==> src/rtl/y86_pkg.sv <==
// Shared Y86-64 definitions.
// Instruction codes and fetch-stage state encoding.
package y86_pkg;

  localparam logic [3:0] I_HALT   = 4'h0;
  localparam logic [3:0] I_NOP    = 4'h1;
  localparam logic [3:0] I_RRMOVQ = 4'h2;
  localparam logic [3:0] I_IRMOVQ = 4'h3;
  localparam logic [3:0] I_RMMOVQ = 4'h4;
  localparam logic [3:0] I_MRMOVQ = 4'h5;
  localparam logic [3:0] I_OPQ    = 4'h6;
  localparam logic [3:0] I_JXX    = 4'h7;
  localparam logic [3:0] I_CALL   = 4'h8;
  localparam logic [3:0] I_RET    = 4'h9;
  localparam logic [3:0] I_PUSHQ  = 4'hA;
  localparam logic [3:0] I_POPQ   = 4'hB;

  typedef enum logic {
    RUN  = 1'b0,
    HALT = 1'b1
  } fetch_state_t;

endpackage

==> src/rtl/ras_stack.sv <==
// Return-address stack for fetch prediction.
// Circular buffer; a push when full overwrites the oldest entry.
module ras_stack #(
  parameter int ADDR_W    = 64,
  parameter int RAS_DEPTH = 8
) (
  input  logic              clk,
  input  logic              rst_n,
  input  logic              push,
  input  logic              pop,
  input  logic              flush,
  input  logic [ADDR_W-1:0] din,
  output logic [ADDR_W-1:0] top,
  output logic              empty
);

  localparam int PW = $clog2(RAS_DEPTH);
  localparam logic [PW:0] FULL = (PW+1)'(RAS_DEPTH);

  logic [ADDR_W-1:0] mem [RAS_DEPTH];
  logic [PW-1:0]     ptr;
  logic [PW:0]       cnt;
  logic [PW-1:0]     ptr_inc;

  assign ptr_inc = ptr + 1'b1;
  assign top     = mem[ptr];
  assign empty   = (cnt == '0);

  // Pointer and saturating occupancy count.
  always_ff @(posedge clk or negedge rst_n) begin
    if (!rst_n) begin
      ptr <= '0;
      cnt <= '0;
    end else if (flush) begin
      cnt <= '0;
    end else if (push) begin
      ptr <= ptr_inc;
      if (cnt != FULL) cnt <= cnt + 1'b1;
    end else if (pop && !empty) begin
      ptr <= ptr - 1'b1;
      cnt <= cnt - 1'b1;
    end
  end

  // Entry storage; contents are only meaningful below the count.
  always_ff @(posedge clk) begin
    if (push && !flush) mem[ptr_inc] <= din;
  end

endmodule

==> src/rtl/pc_select_pred.sv <==
// Fetch PC selection with jump/return prediction.
// Holds pred_pc, the RUN/HALT state and the correction mux.
module pc_select_pred
  import y86_pkg::*;
#(
  parameter int                ADDR_W    = 64,
  parameter logic [ADDR_W-1:0] RESET_PC  = '0,
  parameter int                RAS_DEPTH = 8
) (
  input  logic              clk,
  input  logic              rst_n,
  input  logic              f_stall,
  input  logic [3:0]        f_icode,
  input  logic [ADDR_W-1:0] f_valC,
  input  logic [ADDR_W-1:0] f_valP,
  input  logic [3:0]        m_icode,
  input  logic              m_cnd,
  input  logic [ADDR_W-1:0] m_valA,
  input  logic [3:0]        w_icode,
  input  logic [ADDR_W-1:0] w_valM,
  input  logic              w_pred_valid,
  input  logic [ADDR_W-1:0] w_pred_target,
  output logic [ADDR_W-1:0] f_pc,
  output logic              f_ret_pred_valid,
  output logic [ADDR_W-1:0] f_ret_pred,
  output logic              f_ret_wait,
  output logic              f_halted,
  output logic              redirect
);

  fetch_state_t      state;
  logic [ADDR_W-1:0] pred_pc;
  logic [ADDR_W-1:0] pred_next;
  logic [ADDR_W-1:0] ras_top;
  logic              ras_empty;
  logic              redir_w;
  logic              redir_m;
  logic              active;
  logic              adv;
  logic              push_req;
  logic              pop_req;
  logic              go_halt;

  // Correction mux: W return beats M jump beats prediction.
  always_comb begin
    redir_w  = (w_icode == I_RET) &&
               (!w_pred_valid || (w_pred_target != w_valM));
    redir_m  = (m_icode == I_JXX) && !m_cnd;
    redirect = redir_w || redir_m;
    f_pc     = pred_pc;
    if (redir_m) f_pc = m_valA;
    if (redir_w) f_pc = w_valM;
  end

  assign active = redirect || (state == RUN);

  // Next-PC prediction for the instruction at f_pc.
  always_comb begin
    pred_next  = f_valP;
    push_req   = 1'b0;
    pop_req    = 1'b0;
    go_halt    = 1'b0;
    f_ret_wait = 1'b0;
    unique case (1'b1)
      active && (f_icode == I_JXX): begin
        pred_next = f_valC;
      end
      active && (f_icode == I_CALL): begin
        pred_next = f_valC;
        push_req  = 1'b1;
      end
      active && (f_icode == I_RET): begin
        if (!redirect && !ras_empty) begin
          pred_next = ras_top;
          pop_req   = 1'b1;
        end else begin
          f_ret_wait = 1'b1;
        end
      end
      active && (f_icode == I_HALT): begin
        pred_next = f_pc;
        go_halt   = 1'b1;
      end
      default: ;
    endcase
  end

  assign f_ret_pred_valid = pop_req;
  assign f_ret_pred       = ras_top;
  assign f_halted         = (state == HALT);
  assign adv = !redirect && !f_stall && (state == RUN);

  ras_stack #(
    .ADDR_W   (ADDR_W),
    .RAS_DEPTH(RAS_DEPTH)
  ) u_ras (
    .clk  (clk),
    .rst_n(rst_n),
    .push (push_req && adv),
    .pop  (pop_req && adv),
    .flush(redirect),
    .din  (f_valP),
    .top  (ras_top),
    .empty(ras_empty)
  );

  // Predicted PC and RUN/HALT state; a correction always wins.
  always_ff @(posedge clk or negedge rst_n) begin
    if (!rst_n) begin
      pred_pc <= RESET_PC;
      state   <= RUN;
    end else if (redirect) begin
      pred_pc <= pred_next;
      state   <= RUN;
    end else if (adv) begin
      pred_pc <= pred_next;
      if (go_halt) state <= HALT;
    end
  end

endmodule

==> config.mk <==
export PLATFORM = sky130hd
export DESIGN_NAME = pc_select_pred
export DESIGN_NICKNAME = d
export VERILOG_FILES = /design/src/rtl/y86_pkg.sv /design/src/rtl/ras_stack.sv /design/src/rtl/pc_select_pred.sv
export SDC_FILE = /design/constraint.sdc
export NUM_CORES = 1
export LEC_CHECK = 0
export BUFFER_PORTS_ARGS = -buffer_cell sky130_fd_sc_hd__buf_2
export CELL_PAD_IN_SITES_DETAIL_PLACEMENT = 2
export CELL_PAD_IN_SITES_GLOBAL_PLACEMENT = 2
export CORE_UTILIZATION = 44
export CTS_BUF_LIST = sky130_fd_sc_hd__clkbuf_2 sky130_fd_sc_hd__clkbuf_4 sky130_fd_sc_hd__clkbuf_8
export DETAILED_ROUTE_END_ITERATION = 8
export PLACE_DENSITY = 0.89
export SLEW_MARGIN = 15
export SYNTH_ARGS = -nofsm -noshare
export SYNTH_HDL_FRONTEND = slang
export SYNTH_HIERARCHICAL = 1
export SYNTH_SLANG_ARGS = --single-unit
export TNS_END_PERCENT = 10
==> constraint.sdc <==
create_clock -name clk -period 12.95 [get_ports clk]
set_input_delay 0.6475 -clock clk [delete_from_list [all_inputs] [get_ports clk]]
set_output_delay 0.6475 -clock clk [all_outputs]
set_load 0.01 [all_outputs]
==> summary.txt <==
Run status
  • Status: finished clean

Drt
  • Pre-antenna DRT Iters: 6
  • DRC: 0
  • DR vias: 22400
  • Final WL: ~130000 um
  • Iter 0 DRT Violations: 2878
  • DR WL/cell: 40.8 um
  • Remaining antenna violation count after routing: 0
  • DR vias/cell: 6.90

Layout
  • Commonest non-fill, non-tap cell in the layout: edfxtp_1
  • Filler cell count: 5654
  • Most frequent cells in the layout: edfxtp_1, buf_2, nand2_1
  • Multi-input logic area: 9980 um^2
  • Nets: 2640
  • Area growth, synth to finish: 18.9%
  • Final Util: 0.533
  • Register area: about 17000 um^2
  • Layout cells sized above 1: 0.383

Synthesis
  • Syn avg cell area: 15.1 um^2
  • Synth warnings: 6
  • Syn_nets: 2181
  • Ys flop type: edfxtp_1
  • Post-synth EDFFs: 512
  • Async set-reset flop share out of synthesis: 0.123
  • Post-synthesis register bit count: 584
  • Mapped Area: 27800 um^2
  • Yosys cell types: 53
  • Syn Inst Count: 1839
  • Sequential cell area fraction in the yosys report: 0.618

Hold path
  • HP Class: primary input to flop
  • Worst Hold Path Cells: 3

STA
  • Fin. Hold Viols: 0
  • RSZ-0062 raised after global routing: no
  • Final number of setup-violating endpoints: 0
  • Final Worst Setup Slack: 6.82 ns
  • Layout Skew: 0.0514 ns
  • Final Max Tran Viols: 0
  • Fmax: about 0.16 GHz
  • Final period util: 0.473
  • Min cycle time layout: 6.13 ns
  • Setup TNS: 0 ns
  • Least-Margin Pin Slew: about 1.5 ns
  • Worst slew margin: 0.0322

Critical path
  • CP arrival: 6.45 ns
  • WS Path Type: primary input to flop
  • Crit-path max FO: 35
  • CP Capture Type: flop
  • Critical Path RT: 13.27 ns
  • Depth of the worst register-to-register path: 7
  • Startpoint type of the worst setup path: primary input

Pwr
  • P_leak: 0.0122 uW
  • Max VDD drop: 0.103 mV
  • Pwr dens: 188 nW/um^2
  • Total power: 6230 uW

Clocking
  • CTS tree: yes
  • H-tree Lvls: 3
  • Clock Tree Buf Depth: 3
  • Later-pin clock latency in the skew report: between 0.7 and 0.8 ns
  • Clock root buffer: clkbuf_8
  • Post CTS Setup Buffer Count: 0
  • Clock buffer count from CTS: 100
  • Clk pin slew, worst setup/hold paths: around 0.070 ns
  • CTS sink cnt: 584

Floorplan
  • Die Span Y: 253 um
  • Io pins: 469
  • Initial Utilization: 0.448
  • Row Count: just over 90
  • Die W: 253 um
  • Die footprint: 64200 um^2
  • Core Box Area: ~62000 um^2

Placement
  • Dpl hpwl: approximately 80000 um
  • Final Wtd Congestion: 0.879
  • I/O Buffers: 468
  • Setup Slack @ Placement: 6.26 ns

Global route
  • Initial antenna violation count: 31
  • Gr usage total: 0.409
  • First-pass GRT wire length: 184000 um
  • Largest net degree at the start of global routing: 205
  • GRT Residual Overflow: 0
  • Number of global-route vias before repair: 23800

Job
  • Max_cap viols: 0
==> registers in the layout, summed over array words and instances (netlist names) <==
signal / cells
f_halted: 1
u_ras/cnt: 4
u_ras/mem: 512
pred_pc: 64
u_ras/ptr: 3
==> synthesized netlist by cell type (21+ instances only) <==
cell type,number,share of area
a31oi_1,65,0.015
xor2_1,33,0.010
mux4_2,128,0.10
mux2_2,41,0.017
buf_2,23,0.0041
mux2_1,37,0.015
o211ai_1,64,0.017
o21ai_0,66,0.012
mux2_4,50,0.027
dfrtp_1,72,0.065
nand2b_1,21,0.0047
nand2_1,203,0.027
nor3_1,73,0.013
a221oi_1,65,0.020
mux2i_1,65,0.023
clkbuf_1,105,0.014
nor2_1,21,0.0028
edfxtp_1,512,0.55
a22o_1,64,0.020
==> cell families after synthesis <==
group	after synthesis	synth area share
simple gates	367	0.0599
flops	584	0.618
compound gates	350	0.0920
xor+xnor	45	0.0142
mux	321	0.186
fa+ha+maj	5	0.00252
buf+inv	167	0.0279
==> critical path: stages <==
cell,delay (ns)
buf_2,0.11
xor2_1,0.29
nor4_1,0.59
nand4_1,0.22
nor3_1,0.53
a21oi_4,0.14
or2_4,0.34
nor4_2,0.78
inv_1,0.37
or3_1,0.63
nor2_4,1.03
buf_4,0.70
==> area by class of cell <==
class	instances	area share
tap	837	0.0317
sequential	584	0.520
timing repair buffer	505	0.0805
inverter	19	0.00216
antenna	28	0.00212
multi-input combinational	1088	0.302
clock buffer	146	0.0532
clock inverter	42	0.00874
==> power breakdown <==
part,internal [uW],switching (uW)
Clock,937,891
Combinational,927,1160
Sequential,2130,186
==> what timing repair did <==
action	CTS	global route
hold buffers	1	0
hold endpoints to repair	34	0
endpoints found under the setup margin	0	0
resized for setup	0	0
==> routing by layer <==
metal	track usage	up-vias	wire [um]
met5	0	-	78
li1	-	8353	-
met4	0.266	10	9740
met2	0.662	2017	63400
met1	0.477	11500	45200
met3	0.115	576	14300
==> metrics by stage <==
step | hold slack (ns) | std cells | area, um^2
after floorplan | 0.352 | 1839 | 27800
after global placement | 0.562 | 3031 | 30900
after global routing | 0.152 | 3238 | 33000
final | 0.178 | 3249 | 33100
after detailed placement | 0.595 | 3031 | 30900
after CTS | 0.152 | 3220 | 33000
==> final timing paths <==
path / start / endpoint / slack (ns)
worst max-delay path: w_pred_target[2] / u_ras/mem[4][11] / 6.82
worst min-delay path: f_valC[32] / pred_pc[32] / 0.18
worst max register to register: u_ras/ptr[0] / pred_pc[35] / 8.26
worst min register to register: pred_pc[22] / pred_pc[22] / 0.61
max in group asynchronous: rst_n / u_ras/ptr[2] / 11.23
min in group asynchronous: rst_n / pred_pc[54] / 0.50
(Power assumes the default switching activity.)
